$ cat src/rtl/bt_tx_arq.sv
// bt_tx_arq: transmit-side ACL ARQ controller (6 MHz baseband clock).
// Chooses the payload for each own TX slot (new, retransmit, zero-length
// continuation or none), drives SEQN and releases ACL TX buffer entries.
// Optional build macro BT_TXARQ_FLUSH_EN enables flush_cmd/flush_to,
// the flush counter/latch and sel=11 continuation packets.
// Ports:
//   clk_6M, rstz        clock, async active-low reset
//   conn_new            new connection, reinitialises everything
//   tx_slot_p           decide payload for the upcoming own TX slot
//   rx_hdr_valid/arqn/flow  decoded response header (ARQN 1=ACK, FLOW 0=STOP)
//   acl_req             ACL TX buffer holds a payload
//   flush_cmd, flush_to host flush / flush timeout in TX slots (0=infinite)
//   hdr_load_p, sel, tx_seqn  decision to the packet encoder
//   acl_pop             release head entry of ACL TX buffer
//   retx_cnt            saturating retransmission count of current payload
module bt_tx_arq #(
    parameter int FLUSH_W = 8,
    parameter int RETX_W  = 8
) (
    input  logic               clk_6M,
    input  logic               rstz,
    input  logic               conn_new,
    input  logic               tx_slot_p,
    input  logic               rx_hdr_valid,
    input  logic               rx_arqn,
    input  logic               rx_flow,
    input  logic               acl_req,
    input  logic               flush_cmd,
    input  logic [FLUSH_W-1:0] flush_to,
    output logic               hdr_load_p,
    output logic [1:0]         sel,
    output logic               tx_seqn,
    output logic               acl_pop,
    output logic [RETX_W-1:0]  retx_cnt
);

    localparam logic [1:0] S_IDLE  = 2'd0;
    localparam logic [1:0] S_SENT  = 2'd1;
    localparam logic [1:0] S_NAKED = 2'd2;

    logic [1:0]        state_q, state_d;
    logic              seqn_q, seqn_d;
    logic              flow_q, flow_d;
    logic [RETX_W-1:0] retx_q, retx_d;
    logic [1:0]        sel_q, sel_d;
    logic              hdr_q, hdr_d;
    logic              pop_q, pop_d;
    logic              flush_take;

`ifdef BT_TXARQ_FLUSH_EN
    logic [FLUSH_W-1:0] fcnt_q, fcnt_d;
    logic               flat_q, flat_d;
    logic               zl_q, zl_d;
`else
    logic zl_q;
    assign zl_q = 1'b0;
    logic unused_flush;
    assign unused_flush = ^{flush_cmd, flush_to};
`endif

    always_comb begin
        state_d    = state_q;
        seqn_d     = seqn_q;
        flow_d     = flow_q;
        retx_d     = retx_q;
        sel_d      = sel_q;
        hdr_d      = 1'b0;
        pop_d      = 1'b0;
        flush_take = 1'b0;
`ifdef BT_TXARQ_FLUSH_EN
        fcnt_d = fcnt_q;
        flat_d = flat_q;
        zl_d   = zl_q;
`endif
        if (conn_new) begin
            state_d = S_IDLE;
            seqn_d  = 1'b0;
            flow_d  = 1'b1;
            retx_d  = '0;
            sel_d   = 2'b00;
`ifdef BT_TXARQ_FLUSH_EN
            fcnt_d = '0;
            flat_d = 1'b0;
            zl_d   = 1'b0;
`endif
        end else begin
            // Header is applied first; a same-cycle slot sees its result.
            if (rx_hdr_valid) begin
                flow_d = rx_flow;
                if (state_q == S_SENT) begin
                    if (rx_arqn) begin
                        state_d = S_IDLE;
                        // A zero-length continuation's payload was
                        // already released when it was flushed.
                        pop_d = ~zl_q;
`ifdef BT_TXARQ_FLUSH_EN
                        zl_d = 1'b0;
`endif
                    end else begin
                        state_d = S_NAKED;
                    end
                end
            end
`ifdef BT_TXARQ_FLUSH_EN
            if (flush_cmd && state_d != S_IDLE && !zl_d)
                flat_d = 1'b1;
`endif
            // A slot pulse while the last decision is still being
            // presented is dropped.
            if (tx_slot_p && !hdr_q) begin
                hdr_d = 1'b1;
                if (state_d == S_IDLE) begin
                    if (acl_req && flow_d) begin
                        sel_d   = 2'b01;
                        seqn_d  = ~seqn_q;
                        retx_d  = '0;
                        state_d = S_SENT;
`ifdef BT_TXARQ_FLUSH_EN
                        fcnt_d = '0;
`endif
                    end else begin
                        sel_d = 2'b00;
                    end
                end else begin
                    // SENT here means no response arrived: same as NAK.
`ifdef BT_TXARQ_FLUSH_EN
                    flush_take = !zl_d && (flat_d ||
                        (flush_to != '0 && fcnt_q >= flush_to));
`endif
                    if (flush_take) begin
                        pop_d   = 1'b1;
                        sel_d   = 2'b11;
                        seqn_d  = ~seqn_q;
                        state_d = S_SENT;
`ifdef BT_TXARQ_FLUSH_EN
                        zl_d   = 1'b1;
                        flat_d = 1'b0;
                        fcnt_d = '0;
`endif
                    end else if (!flow_d) begin
                        sel_d   = 2'b00;
                        state_d = S_NAKED;
                    end else begin
                        sel_d   = 2'b10;
                        state_d = S_SENT;
                        if (retx_q != '1)
                            retx_d = retx_q + RETX_W'(1);
`ifdef BT_TXARQ_FLUSH_EN
                        if (fcnt_q != '1)
                            fcnt_d = fcnt_q + FLUSH_W'(1);
`endif
                    end
                end
            end
        end
    end

    always_ff @(posedge clk_6M or negedge rstz) begin
        if (!rstz) begin
            state_q <= S_IDLE;
            seqn_q  <= 1'b0;
            flow_q  <= 1'b1;
            retx_q  <= '0;
            sel_q   <= 2'b00;
            hdr_q   <= 1'b0;
            pop_q   <= 1'b0;
`ifdef BT_TXARQ_FLUSH_EN
            fcnt_q <= '0;
            flat_q <= 1'b0;
            zl_q   <= 1'b0;
`endif
        end else begin
            state_q <= state_d;
            seqn_q  <= seqn_d;
            flow_q  <= flow_d;
            retx_q  <= retx_d;
            sel_q   <= sel_d;
            hdr_q   <= hdr_d;
            pop_q   <= pop_d;
`ifdef BT_TXARQ_FLUSH_EN
            fcnt_q <= fcnt_d;
            flat_q <= flat_d;
            zl_q   <= zl_d;
`endif
        end
    end

    assign hdr_load_p = hdr_q;
    assign sel        = sel_q;
    assign tx_seqn    = seqn_q;
    assign acl_pop    = pop_q;
    assign retx_cnt   = retx_q;

endmodule
$ cat config.mk
export PLATFORM = sky130hd
export DESIGN_NAME = bt_tx_arq
export DESIGN_NICKNAME = d
export VERILOG_FILES = /design/src/rtl/bt_tx_arq.sv
export SDC_FILE = /design/constraint.sdc
export NUM_CORES = 1
export LEC_CHECK = 0
export ABC_AREA = 1
export BUFFER_PORTS_ARGS = -buffer_cell sky130_fd_sc_hd__buf_2
export CAP_MARGIN = 40
export CELL_PAD_IN_SITES_DETAIL_PLACEMENT = 1
export CELL_PAD_IN_SITES_GLOBAL_PLACEMENT = 1
export CORE_ASPECT_RATIO = 0.7
export CORE_MARGIN = 8
export CORE_UTILIZATION = 35
export DETAILED_ROUTE_END_ITERATION = 8
export PLACE_DENSITY = 0.76
export SKIP_CTS_REPAIR_TIMING = 1
export SLEW_MARGIN = 20
export SYNTH_ARGS = -nofsm -noshare
export SYNTH_HDL_FRONTEND = slang
export SYNTH_SLANG_ARGS = --single-unit
$ cat constraint.sdc
create_clock -name clk_6M -period 1.3 [get_ports clk_6M]
set_input_delay 0.065 -clock clk_6M [delete_from_list [all_inputs] [get_ports clk_6M]]
set_output_delay 0.065 -clock clk_6M [all_outputs]
set_load 0.03 [all_outputs]
Yosys cells after proc, flatten, opt, wreduce, memory -nomap -nowiden. Index checks and enable logic that the tools add are counted.

$add $sub $neg: 1. Reductions and logical operators: 11. Bitwise logic cells: 1. Multiplexer cells: 33. Equality and inequality tests: 3.

Operators by type and width (count): 8-bit two-way mux (6); 2-bit two-way mux (13); 1-bit two-way mux (14); 8-bit by 1-bit adder with 8-bit output, second input constant (1); 8-bit != test, second input constant (1); 2-bit nonzero test (3); 3-bit nonzero test (2); 4-bit AND reduction (1); 3-bit by 2-bit != test with 1-bit output, second input constant (1); 3-bit AND reduction (1); 2-bit by 1-bit == test with 1-bit output, second input constant (1); 1-bit logical AND (2); 2-bit zero test (1); 1-bit zero test (1); 1-bit NOT (1).

Output and inout port bits: 13. Bits of input ports: 17. Flip-flop bits (word level): 16.

Depth between registers and ports, before layout.
Depth after elaboration: 8. Gate-level depth with buffers: 9. Mapped depth without buffers: 9.

Worst setup path after synthesis. OpenSTA, ideal clock, no wires.

Kind: reg2reg. Start: reg retx_q[0] (netlist: retx_cnt[0]). End: reg retx_q[0] (netlist: retx_cnt[0]). Cell stages (with the launch flop): 9. Clock period less this slack: 1.476 ns. Arrival: 1.359 ns. Path buffers: 0. Setup time: 0.117 ns. Path slack: -0.176 ns. Required time: 1.183 ns. Cells stage by stage: dfrtp_1 -> ha_1 -> nand3_1 -> nor2_1 -> nand3_2 -> nand2_2 -> nor2_8 -> nand2_1 -> nand2_1.

Word-level cells in the longest chain between the ends: 6. Elaborated cells on any way between the ends: 9. Those cells by class: add/sub (1); eq/ne (1); mux (5); reduce/logical (2).

Ends and longest elaborated chain: start: declaration (line 44) `logic [RETX_W-1:0] retx_q, retx_d;`; start signal: assignment (line 176) `retx_q <= retx_d;`; 8-bit by 1-bit adder with 8-bit output (line 147) `retx_d = retx_q + RETX_W'(1);`; 8-bit two-way mux (line 146) `if (retx_q != '1)`; 8-bit two-way mux (line 140) `end else if (!flow_d) begin`; 8-bit two-way mux (line 112) `if (state_d == S_IDLE) begin`; 8-bit two-way mux (line 110) `if (tx_slot_p && !hdr_q) begin`; 8-bit two-way mux (line 75) `if (conn_new) begin`.

Several ways; a longest one is shown, not always the timed one. The select of a mux whose other input is x is not followed. A chain may end at the register's enable or synchronous reset.

Worst setup path after layout.
Start: reg flow_q. End: reg retx_q[3] (netlist: retx_cnt[3]).

Word-level cells in the longest chain between the ends: 5. Elaborated cells on any way between the ends: 6. Those cells by class: eq/ne (1); mux (2); reduce/logical (3).

Ends and longest elaborated chain: start: declaration (line 43) `logic flow_q, flow_d;`; start signal: assignment (line 175) `flow_q <= flow_d;`; 1-bit two-way mux * (line 88) `if (rx_hdr_valid) begin`; 1-bit two-way mux * (line 75); 1-bit logical AND (line 113) `if (acl_req && flow_d) begin`; 3-bit by 2-bit != test with 1-bit output (no source line); 4-bit AND reduction (no source line) *.

Every way passes the cells marked *; elsewhere a longest branch is shown, timed or not. The select of a mux whose other input is x is not followed.

==> qor.txt <==
RSZ-0062 raised after global routing - yes
worst hold stages - 3
Area after DPL - 0.001229 mm^2
Synth Area in Adders - 0.01248
Slew Limit Fails - 0
Fin. Hold Viols - 0
Worst R2R Start - flow_q
register area share after synthesis - 0.4007
status - finished with violations
most used routing layer - met2
Die X - 79.96 um
Port Buffer Count - 20
CTS H-tree depth - 1
flop-to-flop setup slack - -0.05 ns
min-delay src - rx_arqn
crit-path max FO - 8
IO Count - 30
worst r2r dst - retx_cnt[3]
post-synthesis mux area share - 0
Achievable Freq - 0.7407 GHz
synthesized flop and latch total - 16
Yosys warnings - 0
# setup viols final - 8
met1 GRT Util - 0.1652
DRC errors left - 0
DRT antenna net count - 0
Syn-to-layout area delta - 38.83%
clock sink count - 16
PD cells - 895.5 mW/mm^2
Synth Area in Compound Gates - 0.04744
post-synthesis cell area - 0.001002 mm^2
footprint of the multi-input gates - 610.6 um^2
xor and xnor area share after synthesis - 0.008739
final net count - 190
CTS tree - built
DRT Pass-1 Iters - 4
Least-Margin Pin Slew - 0.3832 ns
DIE HEIGHT - 60.77 um
largest family of logic cells by synthesized area - simple AND/OR/NAND/NOR gates
Post-Syn Instances - 135
met2 GRT Util - 0.2273
Hold Path End - acl_pop
final worst clock skew - 0.001559 ns
final hold slack - 0.09771 ns
fill count - 342
TritonCTS buffer count - 3
met3 layer usage reported by global route - 0.04438
Core Rows - 16
Core ar. - 0.002763 mm^2
Final Cycle Share - 1.039
worst slack, placed - -0.05652 ns
vias in the first global route - 1082
layout cells sized above 1 - 0.4503
CP endpoint kind - register
RePlAce Congestion - 0.8036
post-route setup slack - -0.05007 ns
Critical Setup Path Class - reg -> reg
register area - 409.1 um^2
Routed WL - 3.294 mm
CTS clk-pin slew, worst paths - 0.06 ns
Synth Net Count - 153
max_cap viols - 0
DP Cell Count - 199
leakage power - 0.7339 nW
Relative slew margins - 0.7445
largest net degree at the start of global routing - 17
Layout Cells excl Fill - 207
Starting Density - 0.3628
post-DP HPWL - 2.234 mm
Crit path arrival time - 1.49 ns
Via-to-Cell Ratio - 4.903
GR Overflow Total - 0
initial drt markers - 53
ant diodes - 0
Critical Path Start Type - register
Global Route Usage Sum - 0.1346
Wirelength per Cell - 15.91 um
initial antenna violation count - 0
R2R depth - 7
Design Area, Final - 0.001391 mm^2
failing checks - setup timing
WP data required - 1.44 ns
Netlist cell types - 26
maximum VDD drop - 0.7260 mV
Via Count - 1015
Longest Clk Path Bufs - 2
Min Clock Period, post-route - 1.350 ns
Min-Delay Path Class - in -> reg
Power Total - 1.246 mW
first-pass GRT wire length - 5.133 mm
clock latency on the worst-skew pair - 0.25 ns
Die Area - 0.004859 mm^2
syn_area_per_cell - 7.424 um^2
synthesized-area fraction occupied by and/or/nand/nor cells - 0.4482
Root Driver - clkbuf_8
-- layer usage --
layer / wire length [um] / up-vias
met3: 115 / 6
met2: 1671 / 17
li1: - / 500
met1: 1456 / 492
met5: 0 / -
met4: 50 / 0
-- layout by cell type (no fill, tap or decap), drive strengths merged, types with 2 or more instances in the layout --
| cell type | n |
|---|---|
| buf | 33 |
| o21ai | 2 |
| clkbuf | 4 |
| inv | 16 |
| nand3b | 3 |
| dfrtp | 15 |
| nor2 | 17 |
| nand4 | 2 |
| nand2 | 55 |
| nand3 | 14 |
-- flip-flops by register name, indices dropped and copies added, names as in the netlist --
register / count
retx_cnt: 8
sel: 2
state_q: 2
acl_pop: 1
tx_seqn: 1
flow_q: 1
hdr_load_p: 1
-- synth_stat cells --
cell type | count | area [um^2]
nor2_8 | 1 | 20.02
o21ai_0 | 1 | 5.000
nand2_2 | 7 | 43.79
o211ai_1 | 1 | 7.510
nor2_2 | 1 | 6.260
nor2_1 | 14 | 52.55
o22ai_1 | 1 | 6.260
dfstp_2 | 1 | 26.28
inv_2 | 1 | 3.750
nand3b_1 | 3 | 22.52
xor2_1 | 1 | 8.760
nor3_1 | 1 | 5.000
a211oi_1 | 1 | 7.510
nor2_4 | 1 | 11.26
buf_6 | 2 | 22.52
inv_1 | 15 | 56.30
ha_1 | 1 | 12.51
a21oi_2 | 1 | 8.760
o21bai_1 | 1 | 7.510
nand3_1 | 12 | 60.06
nand4_1 | 2 | 12.51
o21ai_1 | 1 | 5.000
nand2_1 | 46 | 172.7
dfrtp_1 | 15 | 375.4
nand3_2 | 2 | 20.02
nand2_4 | 2 | 22.52
-- cells by family after synthesis --
kind of cell,count (synthesis)
buf+inv,18
fa+ha+maj,1
compound gates,7
simple gates,92
flops,16
xor+xnor,1
-- power by group --
part | total [mW] | switching [mW] | internal, mW
sequential | 0.539 | 0.0158 | 0.523
combinational | 0.262 | 0.172 | 0.0893
clock | 0.445 | 0.177 | 0.269
total | 1.25 | 0.365 | 0.881
-- layout make-up --
class	instances	share of cell area
Inverter	16	0.04317
Sequential cell	16	0.2941
Timing Repair Buffer	34	0.1520
Multi-Input combinational cell	101	0.4389
Clock buffer	4	0.03957
Tap cell	36	0.03237
-- through the flow --
| step | setup TNS, ns | util |
|---|---|---|
| after global routing | -0.9066 | 0.5036 |
| after detailed placement | -0.4090 | 0.4447 |
| after global placement | -0.01328 | 0.4447 |
| after CTS | -0.4956 | 0.4647 |
| after floorplan | 0 | - |
| final | -0.3577 | 0.5036 |
-- critical path: stages, from the launching register on --
cell and delay [ns]:
dfstp_2 0.54, nand2_1 0.07, nand2_2 0.09, nor2_4 0.06, a21oi_4 0.17, nand3_4 0.15, nand2_1 0.11, nand2_1 0.05
-- how the worst max path moves through the flow --
stage,startpoint,end,slack (ns)
6_report,flow_q,retx_cnt[3],-0.05
5_1_grt,flow_q,retx_cnt[6],-0.14
4_1_cts,flow_q,retx_cnt[5],-0.07
3_5_place_dp,flow_q,retx_cnt[3],-0.06
3_3_place_gp,flow_q,retx_cnt[4],-0.005
2_1_floorplan,retx_cnt[0],retx_cnt[0],0.002
No activity file was read; power rests on OpenSTA's default activity.
